### src/rtl/mem2wb_pipe_stage.sv
// mem2wb_pipe_stage: MEM->WB pipeline register with valid/ready flow control.
// Holds one entry in the main register and, when SKID_EN is set, one more in a
// skid register so that in_ready can come straight from a flop. Flush drops all
// held entries and turns the output into a bubble. A saturating counter records
// how many cycles write-back stalled while an entry was waiting.
module mem2wb_pipe_stage #(
  parameter int          PAYLOAD_W = 96,
  parameter logic [31:0] PC_RESET  = 32'h0000_3000,
  parameter bit          SKID_EN   = 1'b1,
  parameter int          CNT_W     = 16
) (
  input  logic                 clk,
  input  logic                 reset,
  input  logic                 flush,
  input  logic                 in_valid,
  output logic                 in_ready,
  input  logic [31:0]          instr_i,
  input  logic [31:0]          pc_i,
  input  logic [PAYLOAD_W-1:0] payload_i,
  input  logic                 regwrite_i,
  output logic                 out_valid,
  input  logic                 out_ready,
  output logic [31:0]          instr_o,
  output logic [31:0]          pc_o,
  output logic [PAYLOAD_W-1:0] payload_o,
  output logic                 regwrite_o,
  output logic [CNT_W-1:0]     stall_cnt
);

  typedef enum logic [1:0] {
    ST_EMPTY = 2'd0,
    ST_FULL  = 2'd1,
    ST_SKID  = 2'd2
  } state_t;

  localparam logic [CNT_W-1:0] CNT_ONE = {{(CNT_W-1){1'b0}}, 1'b1};

  state_t                 state;
  logic                   out_valid_q;
  logic                   in_ready_q;
  logic [31:0]            instr_q;
  logic [31:0]            pc_q;
  logic [PAYLOAD_W-1:0]   payload_q;
  logic                   regwrite_q;
  logic [31:0]            skid_instr;
  logic [31:0]            skid_pc;
  logic [PAYLOAD_W-1:0]   skid_payload;
  logic                   skid_regwrite;
  logic [CNT_W-1:0]       stall_q;

  // With a skid buffer in_ready is a flop; without one it looks through to out_ready.
  always_comb begin
    in_ready = 1'b0;
    if (SKID_EN) begin
      in_ready = in_ready_q;
    end else begin
      in_ready = !out_valid_q || out_ready;
    end
  end

  assign out_valid  = out_valid_q;
  assign instr_o    = instr_q;
  assign pc_o       = pc_q;
  assign payload_o  = payload_q;
  assign regwrite_o = regwrite_q;
  assign stall_cnt  = stall_q;

  // Entry FSM: every output is a register; instr/regwrite are zeroed whenever the stage empties.
  always_ff @(posedge clk) begin
    if (reset) begin
      state         <= ST_EMPTY;
      out_valid_q   <= 1'b0;
      in_ready_q    <= 1'b1;
      instr_q       <= '0;
      pc_q          <= PC_RESET;
      payload_q     <= '0;
      regwrite_q    <= 1'b0;
      skid_instr    <= '0;
      skid_pc       <= '0;
      skid_payload  <= '0;
      skid_regwrite <= 1'b0;
    end else if (flush) begin
      // pc and payload keep their last values; only the fields that matter to write-back are cleared
      state       <= ST_EMPTY;
      out_valid_q <= 1'b0;
      in_ready_q  <= 1'b1;
      instr_q     <= '0;
      regwrite_q  <= 1'b0;
    end else begin
      unique case (state)
        ST_EMPTY: begin
          if (in_valid) begin
            state       <= ST_FULL;
            out_valid_q <= 1'b1;
            instr_q     <= instr_i;
            pc_q        <= pc_i;
            payload_q   <= payload_i;
            regwrite_q  <= regwrite_i;
          end
        end
        ST_FULL: begin
          if (in_valid && out_ready) begin
            instr_q    <= instr_i;
            pc_q       <= pc_i;
            payload_q  <= payload_i;
            regwrite_q <= regwrite_i;
          end else if (in_valid && !out_ready) begin
            if (SKID_EN) begin
              state         <= ST_SKID;
              in_ready_q    <= 1'b0;
              skid_instr    <= instr_i;
              skid_pc       <= pc_i;
              skid_payload  <= payload_i;
              skid_regwrite <= regwrite_i;
            end
          end else if (out_ready) begin
            state       <= ST_EMPTY;
            out_valid_q <= 1'b0;
            instr_q     <= '0;
            regwrite_q  <= 1'b0;
          end
        end
        ST_SKID: begin
          if (out_ready) begin
            state      <= ST_FULL;
            in_ready_q <= 1'b1;
            instr_q    <= skid_instr;
            pc_q       <= skid_pc;
            payload_q  <= skid_payload;
            regwrite_q <= skid_regwrite;
          end
        end
        default: begin
          state       <= ST_EMPTY;
          out_valid_q <= 1'b0;
          in_ready_q  <= 1'b1;
          instr_q     <= '0;
          regwrite_q  <= 1'b0;
        end
      endcase
    end
  end

  // Stall counter: counts waiting cycles, sticks at all-ones, survives flush.
  always_ff @(posedge clk) begin
    if (reset) begin
      stall_q <= '0;
    end else if (!flush && out_valid_q && !out_ready && (stall_q != '1)) begin
      stall_q <= stall_q + CNT_ONE;
    end
  end

endmodule

### config.mk
export PLATFORM = sky130hd
export DESIGN_NAME = mem2wb_pipe_stage
export DESIGN_NICKNAME = d
export VERILOG_FILES = /design/src/rtl/mem2wb_pipe_stage.sv
export SDC_FILE = /design/constraint.sdc
export NUM_CORES = 1
export LEC_CHECK = 0
export BUFFER_PORTS_ARGS = -buffer_cell sky130_fd_sc_hd__clkbuf_2
export CAP_MARGIN = 20
export CORE_ASPECT_RATIO = 1.25
export CORE_UTILIZATION = 53
export CTS_CLUSTER_DIAMETER = 50
export DETAILED_ROUTE_END_ITERATION = 8
export GPL_TIMING_DRIVEN = 0
export HOLD_SLACK_MARGIN = 0.06
export MAX_ROUTING_LAYER = met4
export PLACE_DENSITY = 0.88
export SLEW_MARGIN = 20
export SYNTH_ARGS = -nofsm -noshare
export SYNTH_HDL_FRONTEND = slang
export SYNTH_SLANG_ARGS = --single-unit
### constraint.sdc
create_clock -name clk -period 2.45 [get_ports clk]
set_clock_uncertainty 0.05 [all_clocks]
set_input_delay 0.49 -clock clk [delete_from_list [all_inputs] [get_ports clk]]
set_output_delay 0.49 -clock clk [all_outputs]
set_load 0.01 [all_outputs]
==> reports/metrics.cfg, run 1 <==
[run_status]
outcome=complete, no violations

[worst_hold_path]
hp-class=input pin to register
hp-start=pc_i[11]
min_to=skid_pc[11]$_SDFFE_PP0P_
whs_path_depth=3

[sta]
fmax_ghz=0.4340
tightest_slew_ps=944.4
setup_viol=0
maxSlewViolCount=0
finalSetupTns_ps=0
rsz0062_at_grt=no
max_slew_margin=0.3704
final.period_utilization=0.9404
finalHoldViolations=0
fin_crit_ps=2304

[yosys]
synth_edf_count=0
avgSynthCellArea_um2=8.847
ys_seq_elements=342
ys_warn_count=0
syn_inst=1582
synth_seq_area_share=0.4892
synth_cell_types=48
synth-async-reset-ratio=0
syn-num-nets=1749
synth_area_mm2=0.01400
yosys_most_used_dff=dfxtp_1

[cts]
cts_tree=done
post_cts_buffers=0
cts_root_buf=clkbuf_16
cts_buffers=35
insertion_delay_ps=510
clock_path_buffers=3
clk_pin_slew_ps=60
h-tree-depth=2
clock-sinks=342

[floorplanning]
rows=66
ioPinCount=345
die_x_um=147.3
die-area_mm2=0.02707
start_util=0.5380
die_h_um=183.7
coreArea_mm2=0.02601

[pwr]
worst_ir_drop_vdd_mv=0.5575
p_leak_nw=7.487
power.density_mw_per_mm2=728.1

[critical_path]
r2r_cells=7
crit_top_cell=buf_2
path_max_fanout=10
end_kind=register
path_depth=7
reg2reg_slack_ps=150
arrival_ps=2680
cpPeakStageDelay_ps=530
worst_setup_path_start_kind=register
reg2reg_to=skid_payload[69]$_SDFFE_PP0P_
cp_cell_sequence=buf_2, nand2b_1, nor3_4, clkbuf_2, buf_2, nand2_1, a21oi_1
reg2reg_from=state[1]$_SDFFE_PP0P_
crit_slowest_cell=nor3_4
critPathKind=register to register
cp.required_ps=2830
cp_top_family=simple AND/OR/NAND/NOR gates
crit_buf_inv=3

[final_layout]
area_delta_synth_final_pct=23.93
drive_above_1_share=0.2353
final_cells=2328
final_nets=2129

[placement]
dp_cells=2266
place.gp.congestion=0.9115
dp_hpwl_mm=31.01
io_buffers=344

[global_route]
grt_pass1_wl_mm=66.25
overflow=0
track_usage=0.3136
antenna_found_initial=3
grt_pass1_vias=13020
grt_max_degree=15

[route]
drtIter0Drc=875
post_drt_wl_per_cell_um=18.33
viasPerCell=5.916
vias=13770
routed_wl_mm=42.66
post-route-drc-count=0
firstDrtPassIters=5
antenna_left=0

[job]
maxCapViolCount=0

[Yosys cell counts (6+ instances only)]
cell,count,area share
a32o_1,33,0.024
nor2b_1,8,0.0036
mux2i_1,129,0.092
clkbuf_1,107,0.029
nor2_1,50,0.013
dfxtp_1,342,0.49
buf_2,50,0.018
a22oi_1,34,0.018
a311oi_1,127,0.079
mux2_2,6,0.0048
nand2_1,335,0.090
a21oi_1,295,0.11
o21ai_0,6,0.0021
[metrics by stage]
step	hold slack [ps]	area (um^2)	util	total power [mW]	worst slack [ps]
4_1_cts	146.3	17340	0.6665	12.65	22.34
2_1_floorplan	385.7	14000	-	6.695	519.4
6_report	159.5	17350	0.6668	12.63	146.0
5_1_grt	148.5	17350	0.6668	13.04	6.437
3_3_place_gp	390.2	16140	0.6206	7.243	-497.6
3_5_place_dp	395.8	16140	0.6206	7.282	-525.2
[layout by cell type, fill, tap and decap left out, drive strengths merged, types with 3 or more instances in the layout]
master / Yosys / layout
a32o: 33 / 33
nand2: 335 / 335
a22oi: 34 / 34
clkbuf: 107 / 504
nor3: 4 / 4
a311oi: 127 / 127
nand3: 4 / 4
nand4: 3 / 3
nor2: 50 / 50
or4: 3 / 3
mux2: 6 / 6
o21ai: 6 / 6
clkinv: 2 / 6
diode: 0 / 3
mux2i: 129 / 129
a21oi: 295 / 295
nor2b: 8 / 8
nor4b: 4 / 4
inv: 2 / 4
o311ai: 4 / 4
buf: 56 / 54
dfxtp: 342 / 342
nand2b: 4 / 4
[registers in the layout, indices dropped and copies added (netlist names), 2 cells and up]
| name | cells |
|---|---|
| payload_o | 96 |
| skid_payload | 96 |
| instr_o | 32 |
| pc_o | 32 |
| skid_instr | 32 |
| skid_pc | 32 |
| stall_cnt | 16 |
| state | 2 |
[worst reg2reg max path, cell delays in order (launching register included)]
cell and delay, ps:
dfxtp_1 290, buf_2 160, nand2b_1 230, nor3_4 530, clkbuf_2 390, buf_2 290, nand2_1 110, a21oi_1 160
[power breakdown]
group          leakage (nW)  internal (mW)  switching, mW
registers              2.78           5.76          0.107
clock network         0.586           3.25           2.20
logic                  4.12          0.511          0.810
total                  7.49           9.52           3.11
[what timing repair did]
action	4_1_cts	5_1_grt
pin swaps	0	1
resized for setup	2	4
hold endpoints to repair	0	0
endpoints found under the setup margin	91	126
hold buffers	0	0
[layout make-up]
type / instances / area (um^2)
fill: 2057 / 8667
sequential: 342 / 6847
inverter: 4 / 15.01
clock inverter: 8 / 115.1
multi-input combinational: 1073 / 6459
timing repair buffer: 344 / 1722
tap: 340 / 425.4
antenna: 3 / 7.507
buffer: 162 / 684.4
clock buffer: 52 / 1071
[logic make-up after synthesis]
logic type,share of synthesized area
AND/OR/NAND/NOR,0.1237
adder cells (fa/ha/maj),0.0008938
AO/OA/AOI/OAI,0.2393
buffers and inverters,0.04979
flip-flops,0.4892
multiplexers,0.09709
[routing by layer]
layer / GRT usage / part of all wire / up-vias / wire (um)
met5: - / 0 / - / 0
met2: 0.5400 / 0.50 / 588 / 21380
met3: 0.06079 / 0.073 / 144 / 3124
li1: - / - / 6505 / -
met4: 0.1530 / 0.047 / 0 / 2003
met1: 0.3465 / 0.38 / 6535 / 16150
[worst max path at each step]
stage / startpoint / end / slack [ps]
2_1_floorplan: out_ready / stall_cnt[14]$_SDFFE_PP0P_ / 520
3_3_place_gp: out_ready / skid_pc[15]$_SDFFE_PP0P_ / -500
3_5_place_dp: out_ready / skid_instr[13]$_SDFFE_PP0P_ / -530
4_1_cts: state[0]$_SDFFE_PP0P_ / skid_payload[69]$_SDFFE_PP0P_ / 20
5_1_grt: state[1]$_SDFFE_PP0P_ / skid_payload[69]$_SDFFE_PP0P_ / 6
6_report: state[1]$_SDFFE_PP0P_ / skid_payload[69]$_SDFFE_PP0P_ / 150
Power figures use the tool's default switching activity.
==> inputs of run 2 (changes only) <==
Settings changed: CTS_CLUSTER_SIZE set to 24, RECOVER_POWER set to 25.
Clock period 2.45 ns to 2.6 ns, I/O delays scaled along.
==> run 2 against run 1 <==
Wire length decreased by 0.66%. Critical path depth increased by 1. Cell area decreased by 2.4%. Worst hold slack got worse by 15 ps. Clock power decreased by 21%. Sequential share of layout area increased by 0.99 points. Clock-buffer cell count decreased by 21. Worst setup slack improved by 62 ps. Final cell count decreased by 0.43%. Combinational power decreased by 8%. Critical path type unchanged. Critical endpoint is now skid_instr[13]$_SDFFE_PP0P_. Largest cell class unchanged. Highest routed layer unchanged.
==> reports/metrics.cfg, run 2 (synthesis results as in run 1) <==
[placement]
io_buffers=344  ; unchanged
dp_hpwl_mm=31.01  ; unchanged
place_worst_setup_slack_ps=-405.2  ; +120.0 ps
place.gp.congestion=0.9115  ; unchanged
place_area_mm2=0.01614  ; unchanged

[cts]
clock-sinks=342  ; unchanged
post_cts_buffers=0  ; unchanged
cts_buffers=27  ; -23%
clock_path_buffers=3  ; unchanged
clk_pin_slew_ps=90  ; +30 ps
cts_root_buf=clkbuf_16
ctsHoldBuffers=0  ; unchanged
h-tree-depth=1  ; -1
cts_tree=done
insertion_delay_ps=540  ; +30 ps

[critical_path]
crit_path_start=state[0]$_SDFFE_PP0P_
cpPeakStageDelay_ps=530  ; about the same
r2r_cells=8  ; +1
cp_cell_sequence=buf_2, nand2b_1, or3_1, buf_2, clkbuf_1, buf_2, nand2_1, a21oi_1
reg2reg_slack_ps=210  ; +60 ps
crit_top_cell=buf_2
arrival_ps=2790  ; +110 ps
worst_setup_path_start_kind=register
cp.required_ps=3000  ; +170 ps
critPathKind=register to register
crit_path_end=skid_instr[13]$_SDFFE_PP0P_
reg2reg_to=skid_instr[13]$_SDFFE_PP0P_
path_max_fanout=10  ; unchanged
reg2reg_from=state[0]$_SDFFE_PP0P_
end_kind=register
crit_slowest_cell=clkbuf_1

[route]
drtIter0Drc=855  ; -2.3%
vias=13660  ; -0.84%
antenna_left=0  ; unchanged
post_drt_wl_per_cell_um=18.28  ; -0.23%
routed_wl_mm=42.38  ; -0.66%
post-route-drc-count=0  ; unchanged
firstDrtPassIters=5  ; unchanged
viasPerCell=5.891  ; -0.41%

[final_layout]
final_cell_area_mm2=0.01692  ; -2.4%
nFillCells=2116  ; +2.9%
area_delta_synth_final_pct=20.90
layout_commonest_cell=dfxtp_1
regArea_mm2=0.006847  ; unchanged
drive_above_1_share=0.1656  ; -0.06969
multi_input_area_mm2=0.006459  ; unchanged
final_nets=2122  ; -0.33%
final_cell_mix=dfxtp_1, nand2_1, a21oi_1

[sta]
fmax_ghz=0.4181  ; -3.7%
max_slew_margin=0.3642  ; -0.006149
layout_setup_ws_ps=208.5  ; +62.45 ps
final.period_utilization=0.9198  ; -0.02058
maxSlewViolCount=0  ; unchanged
fin_crit_ps=2392  ; +87.55 ps
rsz0062_at_grt=no
tightest_slew_ps=953.6  ; +9.224 ps
setup_viol=0  ; unchanged
fin_hold_ws_ps=144.7  ; -14.77 ps
finalHoldViolations=0  ; unchanged

[global_route]
grt_pass1_wl_mm=65.55  ; -1.1%
overflow=0  ; unchanged
antenna_found_initial=2  ; -1
grt_max_degree=25  ; +10
track_usage=0.3088  ; -0.004819
grt_pass1_vias=12880  ; -1.1%

[job]
maxCapViolCount=0  ; unchanged

[floorplanning]
die-area_mm2=0.02707  ; unchanged
ioPinCount=345  ; unchanged
die_x_um=147.3  ; unchanged
die_h_um=183.7  ; unchanged
start_util=0.5380  ; unchanged
coreArea_mm2=0.02601  ; unchanged
rows=66  ; unchanged

[pwr]
worst_ir_drop_vdd_mv=0.5449  ; -2.3%
p_leak_nw=6.909  ; -7.7%
power.density_mw_per_mm2=650.7  ; -11%

[worst_hold_path]
hp-class=input pin to register

[run_status]
outcome=complete, no violations

-- run 2: cell count changes in the layout (fill, tap and decap cells not counted), sizes merged --
| cell | previous run | this run |
|---|---|---|
| clkinvlp | 0 | 3 |
| clkbuf | 504 | 482 |
| buf | 54 | 56 |
| clkinv | 6 | 5 |
| bufinv | 2 | 1 |
| inv | 4 | 13 |
-- run 2: power by group --
part           leakage [nW]  total (mW)  switching [mW]  internal (mW)
sequential             2.78        5.52           0.100           5.42
clock                 0.445        4.28            2.09           2.18
combinational          3.68        1.21           0.765          0.449
total                  6.91        11.0            2.96           8.05
-- run 2: area by class of cell --
type	count	area share
multi-input combinational	1073	0.3817
inverter	4	0.0008873
clock inverter	18	0.01272
buffer	163	0.04037
clock buffer	31	0.04200
sequential	342	0.4046
antenna	3	0.0004437
timing repair buffer	344	0.09213
tap	340	0.02514
-- run 2: worst min path at each step --
stage	from	end	slack, ps	cells after the start
6_report	pc_i[6]	skid_pc[6]$_SDFFE_PP0P_	140	3
5_1_grt	pc_i[6]	skid_pc[6]$_SDFFE_PP0P_	140	3
4_1_cts	pc_i[6]	skid_pc[6]$_SDFFE_PP0P_	130	3
3_5_place_dp	skid_payload[70]$_SDFFE_PP0P_	skid_payload[70]$_SDFFE_PP0P_	400	2
3_3_place_gp	skid_payload[21]$_SDFFE_PP0P_	skid_payload[21]$_SDFFE_PP0P_	390	2
2_1_floorplan	skid_payload[0]$_SDFFE_PP0P_	skid_payload[0]$_SDFFE_PP0P_	390	2
-- run 2: stage by stage --
stage,cells,utilization,power [mW],TNS (ps)
5_1_grt,2317,0.6504,11.39,0
2_1_floorplan,1582,-,6.309,0
3_3_place_gp,2266,0.6206,6.825,-31180
4_1_cts,2315,0.6564,11.08,0
3_5_place_dp,2266,0.6206,6.862,-32270
6_report,2318,0.6505,11.01,0
-- run 2: per-layer routing --
metal	track usage	share of wire	routed length, um	up-vias
met5	-	0	0	-
met2	0.5308	0.49	20940	556
met4	0.1439	0.047	2006	0
met3	0.05236	0.072	3065	131
li1	-	-	-	6488
met1	0.3493	0.39	16370	6481
-- run 2: critical path: cells and delay by family (launching register included) --
kind / cells / cell delay (ps)
DFF: 1 / 300
AOI/OAI and AO/OA: 1 / 170
buffers and inverters: 4 / 1310
and+or+nand+nor: 3 / 490
-- run 2: what timing repair did --
action | 4_1_cts | 5_1_grt
hold endpoints to repair | 0 | 0
setup endpoints to repair | 90 | 52
resized for setup | 1 | 2
